[config.mk]
export PLATFORM = sky130hd
export DESIGN_NAME = ct_rd_upsizer
export DESIGN_NICKNAME = d
export VERILOG_FILES = /design/src/rtl/ct_rd_upsizer.sv
export SDC_FILE = /design/constraint.sdc
export NUM_CORES = 1
export LEC_CHECK = 0
export BUFFER_PORTS_ARGS = -buffer_cell sky130_fd_sc_hd__buf_2
export CAP_MARGIN = 20
export CELL_PAD_IN_SITES_DETAIL_PLACEMENT = 0
export CELL_PAD_IN_SITES_GLOBAL_PLACEMENT = 2
export CORE_UTILIZATION = 39
export CTS_BUF_LIST = sky130_fd_sc_hd__clkbuf_4 sky130_fd_sc_hd__clkbuf_8 sky130_fd_sc_hd__clkbuf_16
export CTS_CLUSTER_DIAMETER = 120
export DETAILED_ROUTE_END_ITERATION = 10
export PLACE_DENSITY_LB_ADDON = 0.1
export SYNTH_ARGS = -nofsm -noshare
export SYNTH_HDL_FRONTEND = slang
export SYNTH_SLANG_ARGS = --single-unit
[constraint.sdc]
create_clock -name rdclk -period 3.93 [get_ports rdclk]
set_clock_uncertainty 0.2 [all_clocks]
set_input_delay 0.5895 -clock rdclk [delete_from_list [all_inputs] [get_ports rdclk]]
set_output_delay 0.5895 -clock rdclk [all_outputs]
set_load 0.05 [all_outputs]
[src/rtl/ct_rd_upsizer.sv]
// Read-side upsizer: packs WIDTH-bit beats from a CDC FIFO into RATIO-lane words.
// Optional idle-timeout flush of partial words is enabled with `define CT_UPSIZER_TIMEOUT_EN.
module ct_rd_upsizer #(
  parameter int WIDTH   = 8,
  parameter int RATIO   = 4,
  parameter int TIMEOUT = 64
) (
  input  logic                         rdclk,
  input  logic                         rdarst,
  input  logic [WIDTH-1:0]             i_data,
  input  logic                         i_eop,
  input  logic                         i_valid,
  output logic                         o_ready,
  output logic [WIDTH*RATIO-1:0]       o_data,
  output logic [$clog2(RATIO+1)-1:0]   o_count,
  output logic                         o_eop,
  output logic                         o_valid,
  input  logic                         i_ready
);

  localparam int IDX_W  = $clog2(RATIO);
  localparam int CNT_W  = $clog2(RATIO+1);
  localparam int WORD_W = WIDTH * RATIO;

  if (RATIO < 2 || RATIO > 16 || TIMEOUT < 1 || TIMEOUT > 65535) begin : g_param_check
    $error("ct_rd_upsizer: RATIO must be 2..16 and TIMEOUT 1..65535");
  end

  function automatic logic [WORD_W-1:0] put_lane(
    input logic [WORD_W-1:0] word,
    input logic [IDX_W-1:0]  lane,
    input logic [WIDTH-1:0]  beat
  );
    logic [WORD_W-1:0] r;
    r = word;
    for (int k = 0; k < RATIO; k++) begin
      if (lane == IDX_W'(k)) r[k*WIDTH +: WIDTH] = beat;
    end
    return r;
  endfunction

  // Lanes at or above the valid count always leave the block as zero.
  function automatic logic [WORD_W-1:0] keep_lanes(
    input logic [WORD_W-1:0] word,
    input logic [CNT_W-1:0]  n
  );
    logic [WORD_W-1:0] r;
    r = word;
    for (int k = 0; k < RATIO; k++) begin
      if (CNT_W'(k) >= n) r[k*WIDTH +: WIDTH] = '0;
    end
    return r;
  endfunction

  logic [IDX_W-1:0]  idx;
  logic [WORD_W-1:0] acc;

  logic [WORD_W-1:0] data_p1;
  logic [CNT_W-1:0]  count_p1;
  logic              eop_p1;
  logic              vld_p1;

  logic              out_free;
  logic              flush;
  logic              accept;
  logic              last_lane;
  logic              closing;
  logic              load;
  logic [CNT_W-1:0]  ld_count;
  logic [WORD_W-1:0] ld_data;

  assign out_free = !vld_p1 || i_ready;

`ifdef CT_UPSIZER_TIMEOUT_EN
  localparam int TO_W = $clog2(TIMEOUT+1);
  logic [TO_W-1:0] idle_cnt;

  // The flush cycle takes the output register, so no beat may be accepted then.
  assign flush   = (idx != '0) && (idle_cnt == TO_W'(TIMEOUT)) && out_free;
  assign o_ready = out_free && !flush;

  always_ff @(posedge rdclk or posedge rdarst) begin
    if (rdarst) begin
      idle_cnt <= '0;
    end else if (load || accept || (idx == '0)) begin
      idle_cnt <= '0;
    end else if (idle_cnt != TO_W'(TIMEOUT)) begin
      idle_cnt <= idle_cnt + TO_W'(1);
    end
  end
`else
  assign flush   = 1'b0;
  assign o_ready = out_free;
`endif

  // ---- p0: beat acceptance and word assembly ----
  assign accept    = i_valid && o_ready;
  assign last_lane = (idx == IDX_W'(RATIO-1));
  assign closing   = accept && (last_lane || i_eop);
  assign load      = closing || flush;

  always_comb begin
    ld_count = CNT_W'(idx);
    ld_data  = keep_lanes(acc, CNT_W'(idx));
    if (closing) begin
      ld_count = CNT_W'(idx) + CNT_W'(1);
      ld_data  = keep_lanes(put_lane(acc, idx, i_data), CNT_W'(idx) + CNT_W'(1));
    end
  end

  always_ff @(posedge rdclk or posedge rdarst) begin
    if (rdarst) begin
      idx <= '0;
      acc <= '0;
    end else if (load) begin
      idx <= '0;
      acc <= '0;
    end else if (accept) begin
      idx <= idx + IDX_W'(1);
      acc <= put_lane(acc, idx, i_data);
    end
  end

  // ---- p1: output word register ----
  always_ff @(posedge rdclk or posedge rdarst) begin
    if (rdarst) begin
      data_p1  <= '0;
      count_p1 <= '0;
      eop_p1   <= 1'b0;
      vld_p1   <= 1'b0;
    end else if (load) begin
      data_p1  <= ld_data;
      count_p1 <= ld_count;
      eop_p1   <= closing && i_eop;
      vld_p1   <= 1'b1;
    end else if (vld_p1 && i_ready) begin
      vld_p1   <= 1'b0;
    end
  end

  assign o_data  = data_p1;
  assign o_count = count_p1;
  assign o_eop   = eop_p1;
  assign o_valid = vld_p1;

endmodule

### Word-level counts from Yosys, hierarchy flattened

Index checks and enable logic that the tools add are counted.

| word-level totals | value |
|---|---|
| input port bits | 13 |
| output and inout bits | 38 |
| flip-flop bits (word level) | 71 |
| word-level logic and storage cells | 39 |

| cells by class | value |
|---|---|
| add/sub/neg operators | 2 |
| equality and inequality tests | 3 |
| magnitude comparators | 4 |
| reductions and logical operators | 10 |
| muxes and demuxes | 14 |

Operators by type and width:

| cell | count |
|---|---|
| 2-to-1 mux 32 bit | 2 |
| 2-to-1 mux 8 bit | 8 |
| greater-or-equal comparator 1 x 3 -> 1 bit (first input constant) | 2 |
| greater-or-equal comparator 2 x 3 -> 1 bit (first input constant) | 2 |
| == test 2 bit (second input constant) | 2 |
| logical AND 1 bit | 4 |
| 2-to-1 mux 2 bit | 2 |
| nonzero test 2 bit | 2 |
| adder 2 x 1 -> 3 bit (second input constant) | 1 |
| adder 2 x 1 -> 2 bit (second input constant) | 1 |
| == test 2 x 1 -> 1 bit (second input constant) | 1 |
| zero test 2 bit | 1 |
| logical OR 1 bit | 2 |
| 2-to-1 mux 1 bit | 2 |
| zero test 1 bit | 1 |

### Longest topological paths before layout

Gate-level depths: netlist of run 1.

| depth | value |
|---|---|
| word-level depth | 5 |
| depth in mapped cells | 7 |
| mapped depth without buffers | 5 |

### Worst setup path after synthesis of run 1

No wires, ideal clock.

| timing path | value |
|---|---|
| path kind | register to register |
| start point | register vld_p1 (netlist: o_valid) |
| end point | register acc[0] |
| stages on the path, launching flop included | 6 |
| data arrival time | 1.720 ns |
| required time | 3.609 ns |
| slack | 1.889 ns |
| cell sequence | dfrtp_1 > nand2b_1 > clkbuf_1 > buf_2 > o311ai_1 > a22o_1 |

| between the ends | value |
|---|---|
| longest elaborated chain between the ends | 5 |

RTL lines:

| item | RTL line | source |
|---|---|---|
| start, declared | 61 | `logic vld_p1;` |
| start signal, assigned | 130 | `vld_p1 <= 1'b0;` |
| start signal, assigned | 135 | `vld_p1 <= 1'b1;` |
| start signal, assigned | 137 | `vld_p1 <= 1'b0;` |
| zero test 1 bit (*) | 72 | `assign out_free = !vld_p1 \|\| i_ready;` |
| logical OR 1 bit (*) | 72 |  |
| via o_ready | 13 | `output logic o_ready,` |
| logical AND 1 bit (*) | 97 | `assign accept = i_valid && o_ready;` |
| logical AND 1 bit | 99 | `assign closing = accept && (last_lane \|\| i_eop);` |
| 2-to-1 mux 32 bit / nonzero test 2 bit (equally long branches) | -- |  |
| end signal, assigned | 120 | `acc <= put_lane(acc, idx, i_data);` |
| end, declared | 56 | `logic [WORD_W-1:0] acc;` |

The timed path passes the listed nets; every way through them passes the cells marked *.
A chain may end at the register's enable or synchronous reset.

### Final worst setup path of run 1

| timing path | value |
|---|---|
| start point | register idx[0] |
| end point | register acc[19] |

| between the ends | value |
|---|---|
| longest elaborated chain between the ends | 4 |

RTL lines:

| item | RTL line | source |
|---|---|---|
| start, declared | 55 | `logic [IDX_W-1:0] idx;` |
| start signal, assigned | 119 | `idx <= idx + IDX_W'(1);` |
| == test 2 bit (on tied branches) | 37, 98 |  |
| 2-to-1 mux 8 bit / logical OR 1 bit (equally long branches) | -- |  |
| 2-to-1 mux 32 bit / logical AND 1 bit (equally long branches) | -- |  |
| 2-to-1 mux 32 bit / nonzero test 2 bit (equally long branches) | -- |  |

Several ways; a longest one is shown, not always the timed one. The select of a mux whose other input is x is not followed.

==> results.md, run 1 <==
* Power Dens Cells at 633.7 nW/um^2
* Yosys warns at 0
* Area growth, synth to finish at 14.85%
* Slew margin rel. at 36.39%
* Crit. End Element: flop
* Fraction of layout instances using a drive strength above 1 at 34.86%
* Total inserted antenna cells at 0
* Count of pins over their slew limit at 0
* Path type of the worst min-delay path: in -> async
* Met2 Usage GRT at 27.83%
* Startpoint types: flop
* Fmax at 423.7 MHz
* Core Area at 7253 um^2
* Sum of overflow across all layers after global routing at 0
* Initial standard-cell utilization of the core at 40.31%
* Reg2Reg Setup Slack at 1.57 ns
* Netlist area before placement at 2924 um^2
* Number of antenna-violating nets in the routed design at 0
* Cell row count at 31
* Share of async-settable or async-resettable flops after synthesis at 100.0%
* Total via count after detailed routing at 1916
* Final wirelength at 6384 um
* Footprint of the multi-input gates at 1164 um^2
* Via-per-instance ratio at 5.003
* Flip-flop cell with the highest count after synthesis: sky130_fd_sc_hd__dfrtp_1
* Worst setup path startpoint: idx[0]
* Number of clock sinks seen by CTS at 63
* Cts-stage hold buffer count at 0
* TritonCTS clock tree: done
* Transition time at the pin with the least slew margin at 0.9393 ns
* Total Die Area at 7848 um^2
* Die width at 88.59 um
* Final HPWL from detailed placement at 4148 um
* Cell leakage power at 1.742 nW
* Global routing usage on met1 at 25.39%
* Final estimated routing congestion in global placement at 0.7729
* Synthesized netlist net count at 258
* Endpoints failing hold at 0
* Resized Gates After CTS at 0
* End point of the critical path: acc[19]
* Number of antenna violations at the first check in global routing at 0
* Synth Area per Inst at 12.23 um^2
* Endpoint of the lowest-slack register-to-register path: acc[19]
* Total setup buffers inserted after CTS at 0
* RSZ-0062 raised after global routing: false
* I/O pin count at 51
* Flip-flop and latch area at 1577 um^2
* Number of synthesized register bits at 63
* Type of the worst setup path: reg -> reg
* Fillers at 737
* Largest buffer count on any clock path at 2
* Initial DRC count at 44
* Final nets at 299
* Die height at 88.59 um
* Number of instances in the placed design at 367
* Clock latency reported for the late side of the worst-skew pair at 0.34 ns
* Number of enable flip-flop cells after synthesis at 0
* Maximum fanout encountered on the critical timing path at 10
* Critical register-to-register path startpoint: idx[0]
* WL/cell at 16.67 um
* Number of buffers inserted during clock tree synthesis at 9
* DRC viols at 0
* Run status: finished clean
* Final number of setup-violating endpoints at 0
* Post-Place Cell Area at 3186 um^2
* Number of max-cap violations at 0
* TritonRoute pass-1 iters at 4
* IR drop worst, VDD at 272.1 uV
* Crit path required time at 4.01 ns
* Total GRT Usage at 18.40%
* Period minus WS final at 2.360 ns
* Met3 track demand over resource in global routing at 3.918%
* Synthesized netlist cell count at 239
* Wire length of the first global-routing pass at 10260 um
* Clock-pin slew on the worst setup and hold paths at 0.07 ns
* Unique masters post-synth at 24
* Most Crowded Layer GR: met2
* Pin count of the biggest net entering global routing at 38
* Root Driver: sky130_fd_sc_hd__clkbuf_8
* Part of the Yosys area used for sequential elements at 53.92%
* Share of the clock period used by the worst path at 60.06%
* Worst Reg2Reg Path Length in Cells at 4
* Via count of the first global-routing pass at 1844
* Count of non-filler cells in the finished layout at 383
* Number of H-tree branching levels at 3
* Sum of negative setup slack at 0 ns
* Non-Filler Cell Area, Final at 3358 um^2
* Arrival time at the worst endpoint at 2.44 ns
* Quantity of I/O buffers inserted on ports at 50
[routing by layer]
layer  vias up  share of wire, %
met4         0               2.0
li1        906                 -
met2        54                45
met1       946                48
met3        10               4.8
met5         -                 0
[worst max-delay path, cell delays in order, from the launching register on]
cell and delay (ns):
sky130_fd_sc_hd__dfrtp_1 0.44, sky130_fd_sc_hd__inv_1 0.13, sky130_fd_sc_hd__ha_1 0.40, sky130_fd_sc_hd__o311ai_1 0.88, sky130_fd_sc_hd__a22o_1 0.24
[per-stage QoR]
step | util [%] | total power (W) | hold slack [ns] | setup slack (ns)
floorplan | - | 0.001491 | 0.2654 | 1.571
global placement | 43.92 | 0.001651 | 0.2815 | 1.505
detailed placement | 43.92 | 0.001655 | 0.2832 | 1.541
CTS | 46.23 | 0.002158 | 0.1244 | 1.499
global route | 46.30 | 0.002246 | 0.1604 | 1.400
finish | 46.30 | 0.002128 | 0.1033 | 1.570
[power by group]
part | switching (W) | total (W) | internal, W
logic | 0.000540 | 0.000787 | 0.000247
registers | 0.0000666 | 0.000844 | 0.000778
clock network | 0.000250 | 0.000496 | 0.000246
[worst min path at each step]
| stage | cells past startpoint | slack, ns | to |
|---|---|---|---|
| floorplan | 1 | 0.27 | acc[0] |
| global placement | 1 | 0.28 | acc[6] |
| detailed placement | 1 | 0.28 | acc[8] |
| CTS | 2 | 0.12 | o_data[23] |
| global route | 2 | 0.16 | o_data[23] |
| finish | 2 | 0.10 | o_data[23] |
[registers in the layout, indices dropped and copies added (netlist names)]
name / cells
o_valid: 1
idx: 2
o_eop: 1
o_data: 32
o_count: 3
acc: 24
[layout by cell type, fill, tap and decap left out]
cell type / count
sky130_fd_sc_hd__dfrtp_1: 63
sky130_fd_sc_hd__clkbuf_8: 10
sky130_fd_sc_hd__and4_1: 3
sky130_fd_sc_hd__inv_2: 1
sky130_fd_sc_hd__a21oi_1: 2
sky130_fd_sc_hd__a32o_1: 1
sky130_fd_sc_hd__o21bai_1: 1
sky130_fd_sc_hd__nand3_1: 2
sky130_fd_sc_hd__mux2i_1: 32
sky130_fd_sc_hd__mux2_2: 27
sky130_fd_sc_hd__clkinv_2: 3
sky130_fd_sc_hd__or2_2: 1
sky130_fd_sc_hd__buf_4: 4
sky130_fd_sc_hd__inv_1: 10
sky130_fd_sc_hd__nand2b_1: 1
sky130_fd_sc_hd__clkbuf_4: 1
sky130_fd_sc_hd__a22o_1: 24
sky130_fd_sc_hd__and2_1: 1
sky130_fd_sc_hd__buf_2: 51
sky130_fd_sc_hd__a41o_1: 1
sky130_fd_sc_hd__nand2_1: 9
sky130_fd_sc_hd__ha_1: 6
sky130_fd_sc_hd__nor2_1: 25
sky130_fd_sc_hd__clkinvlp_4: 1
sky130_fd_sc_hd__nand3b_1: 1
sky130_fd_sc_hd__o311ai_1: 3
[cells in the mapped netlist (2+ instances only)]
cell | number | share of area [%]
sky130_fd_sc_hd__o311ai_1 | 3 | 0.90
sky130_fd_sc_hd__ha_1 | 6 | 2.6
sky130_fd_sc_hd__buf_6 | 5 | 1.9
sky130_fd_sc_hd__nand3_1 | 2 | 0.34
sky130_fd_sc_hd__dfrtp_1 | 63 | 54
sky130_fd_sc_hd__nor2_1 | 25 | 3.2
sky130_fd_sc_hd__inv_1 | 11 | 1.4
sky130_fd_sc_hd__and4_1 | 3 | 0.90
sky130_fd_sc_hd__buf_4 | 2 | 0.51
sky130_fd_sc_hd__a22o_1 | 24 | 7.2
sky130_fd_sc_hd__mux2i_1 | 32 | 11
sky130_fd_sc_hd__clkbuf_1 | 10 | 1.3
sky130_fd_sc_hd__nand2_1 | 9 | 1.2
sky130_fd_sc_hd__buf_2 | 3 | 0.51
sky130_fd_sc_hd__mux2_2 | 27 | 10
sky130_fd_sc_hd__buf_1 | 5 | 0.64
sky130_fd_sc_hd__a21oi_1 | 2 | 0.34
[kinds of logic after synthesis]
group,share of synthesized area (%)
multiplexers,21.35
flip-flops,53.92
buffers and inverters,6.290
AND/OR/NAND/NOR,6.505
AO/OA/AOI/OAI,9.371
adder cells (fa/ha/maj),2.567
[area by class of cell]
class                      instances  share of cell area [%]
inverter                          11                   1.230
timing repair buffer              55                   8.495
clock buffer                      11                   4.322
sequential                        63                   46.94
clock inverter                     4                  0.6706
multi-input combinational        140                   34.65
tap                               99                   3.689
(Power assumes the default switching activity.)
==> run 2: changes to the inputs <==
--- a/config.mk
+++ b/config.mk
@@ -9,7 +9,7 @@
 export CAP_MARGIN = 20
 export CELL_PAD_IN_SITES_DETAIL_PLACEMENT = 0
 export CELL_PAD_IN_SITES_GLOBAL_PLACEMENT = 2
-export CORE_UTILIZATION = 39
+export CORE_UTILIZATION = 33
 export CTS_BUF_LIST = sky130_fd_sc_hd__clkbuf_4 sky130_fd_sc_hd__clkbuf_8 sky130_fd_sc_hd__clkbuf_16
 export CTS_CLUSTER_DIAMETER = 120
 export DETAILED_ROUTE_END_ITERATION = 10
==> constraint.sdc (replaced) <==
create_clock -name rdclk -period 2 [get_ports rdclk]
set_clock_uncertainty 0.2 [all_clocks]
set_input_delay 0.3 -clock rdclk [delete_from_list [all_inputs] [get_ports rdclk]]
set_output_delay 0.3 -clock rdclk [all_outputs]
set_load 0.05 [all_outputs]
==> run 2 against run 1 <==
  * Wire length rose by 7.9%
  * Via count rose by 3.9%
  * Final cell count rose by 4.4%
  * Sequential share of layout area fell by 2.9 points
  * Critical endpoint is now o_data[17]
  * Largest power group is now combinational cells
==> results.md, run 2 (synthesis results as in run 1) <==
* Run status: finished clean
* Cell leakage power at 1.836 nW
* Endpoints failing hold at 0
* Number of H-tree branching levels at 3
* Slew margin rel. at 76.29%
* Most frequent standard cell in the layout excluding fill and tap cells: sky130_fd_sc_hd__dfrtp_1
* Total GRT Usage at 16.18%
* Final estimated routing congestion in global placement at 0.6744
* I/O pin count at 51
* Via-per-instance ratio at 4.975
* Sum of negative setup slack at 0 ns
* Number of max-cap violations at 0
* Via count of the first global-routing pass at 1960
* Initial DRC count at 72
* Number of antenna violations at the first check in global routing at 0
* Cell row count at 33
* Share of the clock period used by the worst path at 93.88%
* Final nets at 310
* Count of pins over their slew limit at 0
* Delay contributed by the slowest stage of the critical path at 0.45 ns
* RSZ-0062 raised after global routing: false
* Type of the worst setup path: reg -> reg
* Final number of setup-violating endpoints at 0
* Fraction of layout instances using a drive strength above 1 at 37.63%
* Quantity of I/O buffers inserted on ports at 50
* Number of buffers inserted during clock tree synthesis at 9
* Maximum fanout encountered on the critical timing path at 14
* Crit path required time at 2.03 ns
* Wire length of the first global-routing pass at 10760 um
* Initial standard-cell utilization of the core at 34.89%
* Path type of the worst min-delay path: in -> reg
* Power Dens Cells at 1247 nW/um^2
* Core Area at 8382 um^2
* Fmax at 532.6 MHz
* Number of clock sinks seen by CTS at 63
* Non-Filler Cell Area, Final at 3578 um^2
* DRC viols at 0
* Slowest CP cell: sky130_fd_sc_hd__dfrtp_2
* Total Die Area at 9241 um^2
* TritonCTS clock tree: done
* Crit. End Element: flop
* Period minus WS final at 1.878 ns
* Area growth, synth to finish at 22.38%
* Clock-pin slew on the worst setup and hold paths at 0.07 ns
* Post-Place Cell Area at 3319 um^2
* Clock latency reported for the late side of the worst-skew pair at 0.34 ns
* IR drop worst, VDD at 528.8 uV
* Largest buffer count on any clock path at 2
* Reg2Reg Setup Slack at 0.12 ns
* Startpoint types: flop
* Final wirelength at 6888 um
* Pin count of the biggest net entering global routing at 64
* Arrival time at the worst endpoint at 1.91 ns
* Sum of overflow across all layers after global routing at 0
* Total inserted antenna cells at 0
* Ordered cell list for the critical path: ha_1 -> nor2_2 -> nand3b_1 -> buf_4 -> buf_12 -> mux2_2
* WL/cell at 17.22 um
* Die width at 96.13 um
* Final HPWL from detailed placement at 4263 um
* Commonest cells after routing, fill and taps aside: sky130_fd_sc_hd__dfrtp_1 (62), sky130_fd_sc_hd__buf_2 (50), sky130_fd_sc_hd__mux2i_1 (32)
* Final worst hold slack at 0.09839 ns
* Root Driver: sky130_fd_sc_hd__clkbuf_8
* Number of antenna-violating nets in the routed design at 0
* Total via count after detailed routing at 1990
* Transition time at the pin with the least slew margin at 0.3556 ns
* Number of flip-flops under the largest register name at 32
* Die height at 96.13 um
* TritonRoute pass-1 iters at 4
[run 2: through the flow]
step | instances | utilization [%] | setup slack [ns] | power (W)
CTS | 397 | 42.13 | 0.04835 | 0.004497
finish | 400 | 42.69 | 0.1225 | 0.004464
floorplan | 239 | - | 0.02332 | 0.002932
global route | 400 | 42.69 | 0.006822 | 0.004688
detailed placement | 381 | 39.60 | 0.05623 | 0.003347
global placement | 381 | 39.60 | 0.09064 | 0.003342
[run 2: layer usage]
layer  vias up  track usage (%)  share of wire, %
li1        932                -                 -
met1      1006            22.73                49
met2        42            24.23                45
met3        10            2.686               3.9
met4         0            7.463               1.8
met5         -                0                 0
[run 2: final cells by class]
class	instances	area, um^2
Clock buffer	12	158.9
Clock inverter	3	42.54
Fill cell	811	4803
Inverter	11	45.04
Multi-Input combinational cell	140	1166
Sequential cell	63	1578
Tap cell	105	131.4
Timing Repair Buffer	66	456.7
[run 2: worst paths after layout]
check / start / to / cells past startpoint
hold / removal: i_data[2] / o_data[26] / 3
setup / recovery: idx[0] / o_data[17] / 6
hold reg to reg: acc[11] / acc[11] / 1
min in group asynchronous: rdarst / o_data[23] / 4
setup reg to reg: idx[0] / o_data[17] / 6
max in group asynchronous: rdarst / idx[0] / 4
[run 2: critical path, delay by kind of cell (launching register included)]
family | cells | cell delay (ns)
adders and majority gates | 1 | 0.24
buffers and inverters | 2 | 0.29
and+or+nand+nor | 2 | 0.25
DFF | 1 | 0.45
muxes | 1 | 0.34
[run 2: timing repair]
item / CTS / global route
buffers inserted: 0 / 2
endpoints found under the hold margin: 63 / 0
setup endpoints to repair: 0 / 31
hold buffers: 1 / 0
resized for setup: 0 / 3
[run 2: power by group]
| part | internal, W | leakage [nW] | switching (W) | total [W] |
|---|---|---|---|---|
| registers | 0.00153 | 0.842 | 0.000127 | 0.00166 |
| clock network | 0.000649 | 0.102 | 0.000491 | 0.00114 |
| logic | 0.000573 | 0.892 | 0.00110 | 0.00167 |
| total | 0.00275 | 1.84 | 0.00171 | 0.00446 |
